File: src/rtl/shift_add_mult18.sv
// Sequential 18x18 unsigned shift-and-add multiplier with a level-sensitive calc_start handshake.
// Define SHIFT_ADD_MULT18_RADIX4_EN to retire two multiplier bits per cycle (9 iterations instead of 18).
module shift_add_mult18 (
  input  logic        CLK,
  input  logic        RST,
  input  logic        calc_start,
  input  logic [17:0] dataa,
  input  logic [17:0] datab,
  output logic [35:0] result,
  output logic        done,
  output logic        busy
);

`ifdef SHIFT_ADD_MULT18_RADIX4_EN
  localparam int         SHIFT     = 2;
  localparam logic [4:0] LAST_STEP = 5'd8;
`else
  localparam int         SHIFT     = 1;
  localparam logic [4:0] LAST_STEP = 5'd17;
`endif

  typedef enum logic [1:0] {IDLE = 2'd0, BUSY = 2'd1, DONE = 2'd2} state_t;

  state_t      state, next_state;
  logic [35:0] mcand, acc, addend, sum;
  logic [17:0] mplier;
  logic [4:0]  step;
  logic        done_d, busy_d;
`ifdef SHIFT_ADD_MULT18_RADIX4_EN
  logic [35:0] mcand3;
`endif

  always_ff @(posedge CLK or negedge RST) begin
    if (!RST) begin
      state <= IDLE;
      done  <= 1'b0;
      busy  <= 1'b0;
    end else begin
      state <= next_state;
      done  <= done_d;
      busy  <= busy_d;
    end
  end

  // Dropping calc_start is an abort in BUSY and an acknowledge in DONE.
  always_comb begin
    next_state = state;
    case (state)
      IDLE: if (calc_start) next_state = BUSY;
      BUSY: begin
        if (!calc_start)             next_state = IDLE;
        else if (step == LAST_STEP)  next_state = DONE;
      end
      DONE: if (!calc_start) next_state = IDLE;
      default: next_state = IDLE;
    endcase
  end

  always_comb begin
    done_d = (next_state == DONE);
    busy_d = (next_state == BUSY);
  end

  // The multiplicand register is pre-shifted each step, so it already carries the bit weight.
  always_comb begin
`ifdef SHIFT_ADD_MULT18_RADIX4_EN
    case (mplier[1:0])
      2'd0:    addend = '0;
      2'd1:    addend = mcand;
      2'd2:    addend = mcand << 1;
      default: addend = mcand3;
    endcase
`else
    addend = mplier[0] ? mcand : '0;
`endif
    sum = acc + addend;
  end

  always_ff @(posedge CLK or negedge RST) begin
    if (!RST) begin
      mcand  <= '0;
      mplier <= '0;
      acc    <= '0;
      step   <= '0;
      result <= '0;
`ifdef SHIFT_ADD_MULT18_RADIX4_EN
      mcand3 <= '0;
`endif
    end else begin
      case (state)
        IDLE: begin
          if (calc_start) begin
            mcand  <= {18'b0, dataa};
            mplier <= datab;
            acc    <= '0;
            step   <= '0;
`ifdef SHIFT_ADD_MULT18_RADIX4_EN
            mcand3 <= {18'b0, dataa} + {17'b0, dataa, 1'b0};
`endif
          end
        end
        BUSY: begin
          if (!calc_start) begin
            acc  <= '0;
            step <= '0;
          end else begin
            acc    <= sum;
            mcand  <= mcand << SHIFT;
            mplier <= mplier >> SHIFT;
            step   <= step + 5'd1;
`ifdef SHIFT_ADD_MULT18_RADIX4_EN
            mcand3 <= mcand3 << SHIFT;
`endif
            if (step == LAST_STEP) result <= sum;
          end
        end
        default: ;
      endcase
    end
  end

endmodule

File: config.mk
export PLATFORM = sky130hd
export DESIGN_NAME = shift_add_mult18
export DESIGN_NICKNAME = d
export VERILOG_FILES = /design/src/rtl/shift_add_mult18.sv
export SDC_FILE = /design/constraint.sdc
export NUM_CORES = 1
export LEC_CHECK = 0
export ABC_AREA = 1
export BUFFER_PORTS_ARGS = -buffer_cell sky130_fd_sc_hd__buf_2
export CAP_MARGIN = 15
export CORE_AREA = 2 2 146 148
export DETAILED_ROUTE_END_ITERATION = 10
export DIE_AREA = 0 0 148 150
export PLACE_DENSITY_LB_ADDON = 0.12
export SLEW_MARGIN = 5
export SYNTH_ARGS = -nofsm -noshare
export SYNTH_HDL_FRONTEND = slang
export SYNTH_SLANG_ARGS = --single-unit
File: constraint.sdc
create_clock -name CLK -period 3.6 [get_ports CLK]
set_input_delay 0.18 -clock CLK [delete_from_list [all_inputs] [get_ports CLK]]
set_output_delay 0.18 -clock CLK [all_outputs]
set_load 0.03 [all_outputs]
Yosys cells after proc, flatten, opt, wreduce, memory -nomap -nowiden
Index checks and enable logic that the tools add are counted.
Word-level totals
  output and inout bits: 38
  bits of input ports: 39
  bits in registers: 135
Cells by class
  muxes and demuxes: 18
  equality and inequality tests: 7
  reduce and logical (&&, ||, !) cells: 5
  add/sub/neg operators: 2
Operators by type and width (number)
  2-to-1 mux 36 bit: 5
  case mux 36 bit (2 select lines): 2
  adder 36 bit: 1
  2-to-1 mux 18 bit: 2
  case mux 18 bit (2 select lines): 1
  2-to-1 mux 5 bit: 2
  case mux 5 bit (2 select lines): 1
  2-to-1 mux 2 bit: 4
  case mux 2 bit (3 select lines): 1
  AND reduction 3 bit: 2
  adder 5 x 1 -> 5 bit, second input constant: 1
  == test 5 bit, second input constant: 1
  == test 2 x 1 -> 1 bit, second input constant: 2
  == test 2 bit, second input constant: 2
  != test 2 bit, second input constant: 2
  zero test 2 bit: 1
  AND reduction 2 bit: 1
  nonzero test 2 bit: 1

Logic depth before layout (Yosys ltp)
Gate-level depths: netlist (run 1).
  word-level depth: 5
  mapped depth: 18

Least setup slack after synthesis (run 1)
No wires, ideal clock.
  path type: register to register
  start: register mplier[0]
  end: register acc[15]
  period minus slack after synthesis: 2.236 ns
  setup slack: 1.364 ns
  required time: 3.483 ns
  arrival: 2.119 ns
  cell stages (with the launch flop): 16
  library setup time: 0.117 ns
  cell sequence: dfrtp_1 clkbuf_1 clkbuf_1 nand2_1 inv_1 ha_1 nand2_2 clkinv_1 nand2_1 and2_4 nor2_1 nor2_1 nand2_1 or2_1 nand3_1 nand2_1
On the way
  cells in the longest elaborated chain, start to end: 4
Ends and longest elaborated chain
  start, declared: RTL line 26  | logic [17:0] mplier;
  start signal, assigned: RTL line 94  | mplier <= datab;
  start signal, assigned: RTL line 109  | mplier <= mplier >> SHIFT;
  2-to-1 mux 36 bit: RTL line 74  | addend = mplier[0] ? mcand : '0;
  adder 36 bit: RTL line 76  | sum = acc + addend;
  2-to-1 mux 36 bit: RTL line 103  | if (!calc_start) begin
  case mux 36 bit (2 select lines): RTL line 90  | case (state)
  end signal, assigned: RTL line 107  | acc <= sum;
  end, declared: RTL line 25  | logic [35:0] mcand, acc, addend, sum;
Every way passes these cells.
A chain may end at the register's enable or synchronous reset.

Final worst setup path (run 1)
  start: register mplier[0]
  end: register result[35]
On the way
  cells in the longest elaborated chain, start to end: 2
Ends and longest elaborated chain
  2-to-1 mux 36 bit: RTL line 74
  adder 36 bit: RTL line 76
  end signal, assigned: RTL line 114  | if (step == LAST_STEP) result <= sum;
  end, declared: RTL line 9  | output logic [35:0] result,
Every way passes these cells.

==> results of run 1 <==
## layer usage
layer | up-vias | routed length (um) | global-route usage
met5 | - | 13 | 0
li1 | 3734 | - | -
met3 | 14 | 1098 | 0.04238
met4 | 2 | 174 | 0.04810
met1 | 3374 | 11600 | 0.3155
met2 | 135 | 9559 | 0.3120
## power by group through the flow
stage	Combinational, mW	Clock [mW]	Sequential [mW]
finish	0.891	1.62	1.71
global route	1.02	1.72	1.73
floorplan	0.657	0	1.71
detailed placement	0.897	0	1.74
CTS	0.901	1.66	1.71
global placement	0.889	0	1.74
## synthesized netlist by cell type
cell | number | share of area
a21oi_1 | 103 | 0.064
fa_1 | 1 | 0.0025
o22ai_1 | 20 | 0.015
nand3b_1 | 4 | 0.0037
clkinv_1 | 1 | 0.00046
nor3_1 | 10 | 0.0062
clkbuf_1 | 20 | 0.0093
xor2_2 | 1 | 0.0020
nor2_2 | 4 | 0.0031
or2_1 | 1 | 0.00077
dfrtp_1 | 135 | 0.42
nand3_2 | 5 | 0.0062
ha_1 | 37 | 0.057
nor2_4 | 4 | 0.0056
nand3_1 | 58 | 0.036
and2_4 | 1 | 0.0011
nand2_2 | 15 | 0.012
inv_1 | 149 | 0.069
o31ai_1 | 3 | 0.0028
o21bai_1 | 5 | 0.0046
nor3_2 | 1 | 0.0012
xnor2_1 | 12 | 0.013
xor2_1 | 6 | 0.0065
nand2_1 | 370 | 0.17
buf_1 | 1 | 0.00046
nor2_1 | 89 | 0.041
a22o_1 | 1 | 0.0011
buf_4 | 2 | 0.0019
inv_2 | 8 | 0.0037
nand4_1 | 4 | 0.0031
o21a_1 | 1 | 0.00093
o21ai_1 | 12 | 0.0074
a21boi_0 | 1 | 0.00093
o21ai_0 | 38 | 0.023
buf_2 | 11 | 0.0068
## per-stage QoR
| stage | worst slack [ps] | std cells | cell area [um^2] |
|---|---|---|---|
| CTS | 862.4 | 1493 | 9310 |
| finish | 818.1 | 1493 | 9310 |
| floorplan | 1364 | 1134 | 8109 |
| global route | 534.1 | 1493 | 9310 |
| detailed placement | 868.9 | 1459 | 8753 |
| global placement | 888.8 | 1459 | 8753 |
## sequential cells by signal (all words and copies together), names as in the netlist
signal and count:
done 1, result 36, acc 36, state 2, busy 1, mcand 36, mplier 18, step 5
## repair_timing
action	in CTS	in global routing
hold buffers	2	0
buffers inserted	0	0
hold endpoints to repair	79	0
endpoints found under the setup margin	0	0
gates resized for setup	0	0
## cells by family (layout without fill, tap and decap cells)
group,Yosys count,in the layout,synth area share
xor+xnor,19,19,0.02145
fa+ha+maj,38,38,0.05956
flops,135,135,0.4166
simple gates,566,566,0.2907
buf+inv,192,276,0.09150
compound gates,184,184,0.1202
## final cells by class
type                       count  area [um^2]
tap                          275        344.1
timing repair buffer          86        466.7
inverter                     158        593.1
sequential                   135         3378
fill                        2157        11380
clock inverter                10        72.57
clock buffer                  22        464.2
multi-input combinational    807         3991
## worst register-to-register path: cells and delay by family, from the launching register on
family	cells	cell delay [ps]
DFF	1	560
AOI/OAI and AO/OA	1	230
buffers and inverters	4	570
adders and majority gates	1	280
and+or+nand+nor	8	1050
## path summary, 6_finish.rpt
check,from,to,slack [ps],cells after the start
hold / removal,dataa[0],mcand[0],20,3
min in group asynchronous,RST,result[9],360,2
hold reg to reg,result[34],result[34],470,2
setup / recovery,mplier[0],result[35],820,14
setup reg to reg,mplier[0],result[35],820,14
max in group asynchronous,RST,result[33],2350,3
==> results.txt, run 1 <==
status -> complete, no violations
GRT Overall Usage -> 0.2104
post-synthesis net count -> 1,211
Die Footprint -> 22,200 um^2
Vias per Instance -> 4.862
antenna fix cells -> 0
CTS tree -> yes
fin nets -> 1,282
initial drt markers -> 402
Post-Syn Area -> 8109 um^2
Worst Skew -> 8.826 ps
slowest CP cell -> dfrtp_1
Max-Cap Viols -> 0
warnings from Yosys -> 0
DP HPWL -> 16,320 um
pwr dens -> 453.4 nW/um^2
number of antenna violations at the first check in global routing -> 1
most frequent cells in the layout -> nand2_1, inv_1, dfrtp_1, a21oi_1, nor2_1
Critical Path RT -> 3910 ps
vias in the first global route -> 6,883
Die Wd -> 148 um
Die Span Y -> 150 um
sequential cell area fraction in the yosys report -> 0.4166
Synth Instances -> 1,134
layout cells sized above 1 -> 0.1256
floorplan core area -> 20,690 um^2
Crit Path Class -> register to register
CTS clk-pin slew, worst paths -> 60 ps
input/output buffers -> 76
flops & latches, synth -> 135
Max Clk Rate -> 359.5 MHz
mean area per synthesized cell -> 7.151 um^2
Area growth syn-to-layout -> 14.81%
Inserted Clock Buffers -> 17
P_sw -> 1.368 mW
Max Root-Sink Buffers -> 2
sw frac -> 0.3240
normalized max-slew margin -> 0.4591
CP most frequent cell -> nand2_1
Logic pwr share -> 0.211
Int Power -> 2.854 mW
Clock Latency Late Sink -> 420 ps
worst vdd ir -> 0.3231 mV
crit-path cells -> buf_4 -> nand2_1 -> inv_1 -> ha_1 -> nand2_1 -> inv_1 -> nand2_1 -> inv_1 -> a21oi_1 -> nand3_2 -> nand2_2 -> nand3_1 -> nand3_1 -> nand2_1
CTS Sinks -> 135
overall power -> 4.222 mW
Seq pwr share -> 0.405
Rows -> 53
DRT Wirelength -> 22,450 um
count of final hold-check violations -> 0
Critical Path Start Type -> register
DRT Pass-1 Iters -> 5
CP top delay family -> simple AND/OR/NAND/NOR gates
max incr delay on CP -> 560 ps
worst-margin pin slew -> 811.3 ps
most common cell after layout, fill and taps aside -> nand2_1
total gr overflow -> 0
WP data arrival -> 3090 ps
Leak -> 5.163 nW
crit path max fanout -> 25
Final Util -> 0.4500
ANT nets after route -> 0
library cells used by synthesis -> 35
routability congestion estimate -> 0.9119
via count -> 7,259
clock group share of total power -> 0.384
# DRC -> 0
Slew Limit Fails -> 0
initial core utilization -> 0.3919
RSZ-0062 raised after global routing -> no
CP bufs+invs -> 4
CP endpoint kind -> register
post-route setup TNS -> 0 ps
period utilisation layout -> 0.7727
worst hold-check path type -> input port to register
H-tree depth -> 4
Final Setup Violations -> 0
first-pass GRT wire length -> 36,430 um
IO Pins -> 77
largest net degree at the start of global routing -> 81
WL/cell -> 15.03 um
Hold Slack -> 17.27 ps
Min Clock Period, post-route -> 2782 ps
Root Driver -> clkbuf_16
No activity file was read; power rests on OpenSTA's default activity.
==> inputs of run 2 (changes only) <==
--- a/config.mk
+++ b/config.mk
@@ -5,12 +5,12 @@
 export SDC_FILE = /design/constraint.sdc
 export NUM_CORES = 1
 export LEC_CHECK = 0
-export ABC_AREA = 1
+export ABC_AREA = 0
 export BUFFER_PORTS_ARGS = -buffer_cell sky130_fd_sc_hd__buf_2
 export CAP_MARGIN = 15
-export CORE_AREA = 2 2 146 148
+export CORE_AREA = 2 2 144 146
 export DETAILED_ROUTE_END_ITERATION = 10
-export DIE_AREA = 0 0 148 150
+export DIE_AREA = 0 0 146 148
 export PLACE_DENSITY_LB_ADDON = 0.12
 export SLEW_MARGIN = 5
 export SYNTH_ARGS = -nofsm -noshare
==> constraint.sdc (replaced) <==
create_clock -name CLK -period 2.4 [get_ports CLK]
set_input_delay 0.12 -clock CLK [delete_from_list [all_inputs] [get_ports CLK]]
set_output_delay 0.12 -clock CLK [all_outputs]
set_load 0.03 [all_outputs]
==> run 2 against run 1 <==
- the flow now finishes with violations (negative hold slack, negative setup slack)
- via count decreased by 2.1%
- largest power group is now clock
- routed wire length grew 1.0%
- utilization is 13 points higher
- clock-buffer cell count is 5 lower
- setup slack worse by 1200 ps
- design area increased by 25%
- synthesized cell count is 24% lower
- critical path type unchanged
- critical endpoint is now result[28]
- critical path depth down 3
- sequential share of layout area is 7.3 points lower
- synthesized area decreased by 3.0%
- global-route usage is 0.57 points higher
- flip-flop and latch count is the same
==> results.txt, run 2 <==
status -> finished with violations
failing checks -> negative hold slack, negative setup slack
H-tree depth -> 4 (unchanged)
Area growth syn-to-layout -> 48.04%
antenna fix cells -> 0 (unchanged)
number of antenna violations at the first check in global routing -> 0 (-1)
Worst Skew -> 19.90 ps (+11.08 ps)
RR Startpoint -> mplier[0]
crit path max fanout -> 4 (-84%)
warnings from Yosys -> 0 (unchanged)
flops & latches, synth -> 135 (unchanged)
top cells by area, synth -> dfrtp_1, nand2_1, ha_1, o21ai_0, mux2i_1
area occupied by registers -> 3379 um^2 (about the same)
Hold Slack -> -9.739 ps (-27.01 ps)
Final Setup Violations -> 49 (+49)
sequential cell area fraction in the yosys report -> 0.4293 (+0.01272)
slowest CP cell -> or4_4
IO Pins -> 77 (unchanged)
pwr dens -> 557.9 nW/um^2 (+23%)
final non-filler cell total -> 1,399 (-6.3%)
Post-synth EDFFs -> 0 (unchanged)
Logic pwr share -> 0.171 (-0.040)
DP Cell Count -> 1,330 (-8.8%)
DRT Pass-1 Iters -> 4 (-1)
ys async rst share -> 1.000 (unchanged)
P_sw -> 1.788 mW (+31%)
post-synth top area share -> 0.4293 (+0.01272)
RSZ-0062 raised after global routing -> yes
routability congestion estimate -> 0.8480 (-7.0%)
CP most frequent cell -> and2_4
CP bufs+invs -> 1 (-3)
Post-Syn Area -> 7869 um^2 (-3.0%)
max incr delay on CP -> 470 ps (-90 ps)
Seq pwr share -> 0.384 (-0.021)
area of the multi-input gates -> 5082 um^2 (+27%)
overall power -> 6.499 mW (+54%)
post-synthesis net count -> 943 (-22%)
via count -> 7,106 (-2.1%)
WL/cell -> 16.21 um (+7.8%)
input/output buffers -> 76 (unchanged)
Inserted Clock Buffers -> 17 (unchanged)
Slew Limit Fails -> 0 (unchanged)
fin nets -> 1,193 (-6.9%)
biggest regs -> acc x36, mcand x36, result x36
Die Wd -> 146 um (-1.4%)
Final Util -> 0.5813 (+0.1313)
mean area per synthesized cell -> 9.086 um^2 (+27%)
Critical Path Start Type -> register
Rows -> 52 (-1.9%)
Root Driver -> clkbuf_16
normalized max-slew margin -> 0.4024 (-0.05667)
CP endpoint kind -> register
sw frac -> 0.2751 (-0.04892)
worst vdd ir -> 0.4262 mV (+32%)
CTS tree -> yes
first-pass GRT wire length -> 37,110 um (+1.9%)
# DRC -> 0 (unchanged)
Primary FF master, synth -> dfrtp_1
library cells used by synthesis -> 60 (+71%)
floorplan core area -> 20,040 um^2 (-3.1%)
ANT nets after route -> 0 (unchanged)
DP HPWL -> 15,860 um (-2.8%)
CP top delay family -> simple AND/OR/NAND/NOR gates
most instantiated cells after synthesis -> nand2_1, dfrtp_1, o21ai_0
DRT Wirelength -> 22,680 um (+1.0%)
CTS Sinks -> 135 (unchanged)
Int Power -> 4.712 mW (+65%)
WP data arrival -> 3150 ps (+60 ps)
CTS clk-pin slew, worst paths -> 70 ps (about the same)
Max Root-Sink Buffers -> 2 (unchanged)
most frequent cells in the layout -> buf_4, nand2_1, dfrtp_1, o21ai_0, buf_2
vias in the first global route -> 7,211 (+4.8%)
Clock Latency Late Sink -> 440 ps (+20 ps)
worst-margin pin slew -> 896.3 ps (+85.01 ps)
Max Clk Rate -> 359.8 MHz (about the same)
HP Start -> dataa[4]
clock group share of total power -> 0.445 (+0.061)
Min Clock Period, post-route -> 2779 ps (-2.412 ps)
period utilisation layout -> 1.158 (+0.3854)
GRT Overall Usage -> 0.2161 (+0.005678)
crit-path cells -> and2_4 -> ha_4 -> inv_2 -> fa_2 -> and2b_2 -> o2111ai_4 -> a211o_1 -> a21o_1 -> and2_4 -> or4_4 -> nand3_2
cell taking the most area after synthesis -> dfrtp_1
Die Span Y -> 148 um (-1.3%)
most frequent cell after synthesis -> nand2_1
Fill cells -> 1,810 (-16%)
count of final hold-check violations -> 5 (+5)
most common cell after layout, fill and taps aside -> buf_4
total gr overflow -> 0 (unchanged)
Die Footprint -> 21,610 um^2 (-2.7%)
Leak -> 5.425 nW (+5.1%)
initial core utilization -> 0.3927 (+0.0007371)
layout cells sized above 1 -> 0.3694 (+0.2437)
Synth Instances -> 866 (-24%)
Vias per Instance -> 5.079 (+4.5%)
Critical Path RT -> 2770 ps (-1140 ps)
worst hold-check path type -> input port to register
initial drt markers -> 315 (-22%)
Critical path origin -> mplier[0]
Max-Cap Viols -> 0 (unchanged)
PnR worst setup slack -> -379.5 ps (-1198 ps)
largest net degree at the start of global routing -> 106 (+31%)
Crit Path Class -> register to register
## run 2: cell count changes after synthesis, sizes merged, moves of 18 or more
cell,before,now
a21oi,103,44
a22o,1,21
and2,1,39
clkbuf,20,47
inv,157,15
mux2i,0,38
nand2,385,164
nand3,63,13
nand4,4,22
nor2,97,31
o21ai,50,104
o22ai,20,2
## run 2: path summary, 6_finish.rpt
kind	endpoint	slack, ps	cells after the start
setup / recovery	result[28]	-380	11
hold reg to reg	result[2]	470	2
setup reg to reg	result[28]	-380	11
min in group asynchronous	acc[16]	230	2
max in group asynchronous	mplier[7]	1450	3
hold / removal	mcand[4]	-10	3
## run 2: cell families after synthesis
logic type / synth area share
AO/OA/AOI/OAI: 0.1921
XOR/XNOR: 0.03673
adder cells (fa/ha/maj): 0.06138
buffers and inverters: 0.03307
flip-flops: 0.4293
multiplexers: 0.06551
AND/OR/NAND/NOR: 0.1819
## run 2: power by group through the flow
stage,clock network (mW),registers (mW),logic [mW]
after floorplan,0,2.55,0.504
after global placement,0,2.53,0.944
after detailed placement,0,2.53,0.953
after CTS,2.94,2.50,1.07
after global routing,3.04,2.51,1.22
final,2.89,2.50,1.11
## run 2: cell type report
cell class	instances	area share
clock inverter	15	0.01847
sequential	135	0.2901
timing repair buffer	284	0.1847
clock buffer	17	0.03652
tap	270	0.02900
multi-input combinational	663	0.4363
inverter	15	0.004834
## run 2: tightest hold or removal path: cells and delay by family
family | cells | cell delay, ps
compound gates | 1 | 140
buf+inv | 1 | 80
mux | 1 | 50
## run 2: timing repair
action / CTS / global route
endpoints found under the setup margin: 54 / 56
gates resized for setup: 59 / 57
pin swaps: 22 / 17
hold buffers: 28 / 0
cloned: 0 / 0
buffers inserted: 5 / 6
hold endpoints to repair: 81 / 0
## run 2: routing by layer
layer	vias up	global-route usage	part of all wire
met5	-	0	0
met4	0	0.07039	0.019
met3	32	0.03765	0.031
met2	112	0.3708	0.49
met1	3392	0.2785	0.46
li1	3570	-	-
## run 2: per-stage QoR
stage	area [um^2]	setup TNS (ps)	setup slack [ps]	hold WS (ps)
floorplan	8169	-3865	-265.5	-175.6
global route	11650	-16560	-492.6	2.289
global placement	9991	-13380	-353.4	119.4
detailed placement	9991	-14610	-410.2	128.1
CTS	11350	-11270	-353.2	0.02257
finish	11650	-10570	-379.5	-9.739
==> inputs of run 3 (changes only) <==
--- a/config.mk
+++ b/config.mk
@@ -8,9 +8,10 @@
 export ABC_AREA = 0
 export BUFFER_PORTS_ARGS = -buffer_cell sky130_fd_sc_hd__buf_2
 export CAP_MARGIN = 15
-export CORE_AREA = 2 2 144 146
+export CORE_AREA = 2 2 165 167
+export CTS_BUF_LIST = sky130_fd_sc_hd__clkbuf_8
 export DETAILED_ROUTE_END_ITERATION = 10
-export DIE_AREA = 0 0 146 148
+export DIE_AREA = 0 0 167 169
 export PLACE_DENSITY_LB_ADDON = 0.12
 export SLEW_MARGIN = 5
 export SYNTH_ARGS = -nofsm -noshare
==> run 3 against run 2 <==
- the flow finishes with violations (negative setup slack)
- cell count up 6.8%
- clock skew down 2.6 ps
- critical endpoint is now result[29]
- fmax up 1.8%
- via count up 0.21%
- clock-buffer cell count unchanged
- worst hold slack better by 25 ps
- global-route usage down 4.0 points
- total power down 14%
- critical path depth unchanged
==> results.txt, run 3 (synthesis gave the netlist of run 2 again) <==
via count -> 7,121 (+0.21%)
CP endpoint kind -> register
antenna fix cells -> 0 (unchanged)
PnR worst setup slack -> -331.1 ps (+48.35 ps)
CTS tree -> yes
Die Span Y -> 169 um (+14%)
DRT Wirelength -> 24,020 um (+5.9%)
WP data arrival -> 3080 ps (-70 ps)
fin nets -> 1,217 (+2.0%)
Worst Skew -> 17.27 ps (-2.636 ps)
Max Clk Rate -> 366.1 MHz (+1.8%)
Critical path origin -> mplier[0]
most frequent cells in the layout -> buf_4, nand2_1, dfrtp_1, o21ai_0, buf_2
failing checks -> negative setup slack
layout cells sized above 1 -> 0.3877 (+0.01833)
Fill cells -> 2,575 (+42%)
crit path max fanout -> 19 (+15)
DP HPWL -> 17,120 um (+7.9%)
HP Start -> datab[0]
Critical Path Start Type -> register
worst-margin pin slew -> 580.8 ps (-315.5 ps)
DRT Pass-1 Iters -> 7 (+3)
total gr overflow -> 0 (unchanged)
initial drt markers -> 310 (-1.6%)
Max Root-Sink Buffers -> 2 (unchanged)
area of the multi-input gates -> 5215 um^2 (+2.6%)
overall power -> 5.615 mW (-14%)
period utilisation layout -> 1.138 (-0.02015)
Max-Cap Viols -> 0 (unchanged)
Leak -> 5.438 nW (+0.24%)
Root Driver -> clkbuf_8
pwr dens -> 473.8 nW/um^2 (-15%)
status -> finished with violations
ANT nets after route -> 0 (unchanged)
GRT Overall Usage -> 0.1765 (-0.03953)
Area growth syn-to-layout -> 50.60%
H-tree depth -> 4 (unchanged)
biggest regs -> acc x36, mcand x36, result x36
worst vdd ir -> 0.2830 mV (-34%)
most common cell after layout, fill and taps aside -> buf_4
Crit Path Class -> register to register
WL/cell -> 16.08 um (-0.81%)
worst hold-check path type -> input port to register
Final Setup Violations -> 54 (+10%)
Final Cell Area -> 11,850 um^2 (+1.7%)
Rows -> 60 (+15%)
count of final hold-check violations -> 0 (-5)
Vias per Instance -> 4.766 (-6.2%)
first-pass GRT wire length -> 39,740 um (+7.1%)
Inserted Clock Buffers -> 17 (unchanged)
input/output buffers -> 76 (unchanged)
Die Wd -> 167 um (+14%)
initial core utilization -> 0.2969 (-0.09574)
CTS clk-pin slew, worst paths -> 90 ps (+20 ps)
normalized max-slew margin -> 0.6128 (+0.2104)
IO Pins -> 77 (unchanged)
RSZ-0062 raised after global routing -> yes
CTS Sinks -> 135 (unchanged)
floorplan core area -> 26,500 um^2 (+32%)
# DRC -> 0 (unchanged)
number of antenna violations at the first check in global routing -> 0 (unchanged)
Die Footprint -> 28,220 um^2 (+31%)
Critical Path RT -> 2750 ps (-20 ps)
RR Startpoint -> mplier[0]
vias in the first global route -> 7,395 (+2.6%)
Final Util -> 0.4472 (-0.1341)
Slew Limit Fails -> 0 (unchanged)
Min Clock Period, post-route -> 2731 ps (-48.35 ps)
routability congestion estimate -> 0.8116 (-4.3%)
largest net degree at the start of global routing -> 57 (-46%)
Clock Latency Late Sink -> 470 ps (+30 ps)
area occupied by registers -> 3379 um^2 (unchanged)
dpl cell area -> 10,150 um^2 (+1.6%)
## run 3: layout make-up
class | instances | area share
Clock inverter | 15 | 0.01299
Multi-Input combinational cell | 663 | 0.4401
Clock buffer | 17 | 0.01974
Sequential cell | 135 | 0.2852
Inverter | 15 | 0.004751
Tap cell | 341 | 0.03600
Timing Repair Buffer | 308 | 0.2012
## run 3: per-layer routing
metal	GRT usage	share of wire	vias up
met1	0.2420	0.49	3407
met4	0.04198	0.012	0
met5	0	0	-
met3	0.03156	0.023	21
li1	-	-	3607
met2	0.2904	0.47	86
## run 3: worst paths after layout
kind,endpoint,slack (ps),cells past startpoint
min in group asynchronous,acc[21],200,2
min,mplier[0],20,3
max reg2reg,result[29],-330,11
max,result[29],-330,11
min reg2reg,result[3],480,2
max in group asynchronous,mcand[3],1540,3
## run 3: worst max-delay path: stages (launching register included)
cell,delay (ps)
dfrtp_2,450
buf_12,160
and2_4,150
ha_4,310
o21a_1,120
nor2_1,50
or3_4,400
o211ai_1,230
buf_4,210
a31oi_4,100
xnor2_2,150
mux2_2,270
## run 3: repair_timing
item                                    in CTS  in global routing
hold buffers                                37                  0
hold endpoints to repair                    91                  0
resized for setup                           80                 66
endpoints found under the setup margin      56                 59
setup buffers                               12                  7
pin swaps                                   27                 20
## run 3: where the power goes
part           switching (mW)  total [mW]  leakage (nW)  internal (mW)
registers              0.0959        2.50          1.78           2.40
clock network            1.15        1.93         0.194          0.782
logic                   0.595        1.18          3.46          0.588
## run 3: through the flow
stage / instances / setup TNS, ps / worst slack (ps) / hold slack [ps]
after floorplan: 866 / -3865 / -265.5 / -175.6
after global placement: 1408 / -15130 / -483.0 / 152.0
after detailed placement: 1408 / -16340 / -435.0 / 149.3
after CTS: 1487 / -12170 / -343.3 / 35.68
after global routing: 1494 / -17470 / -479.2 / 42.22
final: 1494 / -11140 / -331.1 / 15.45
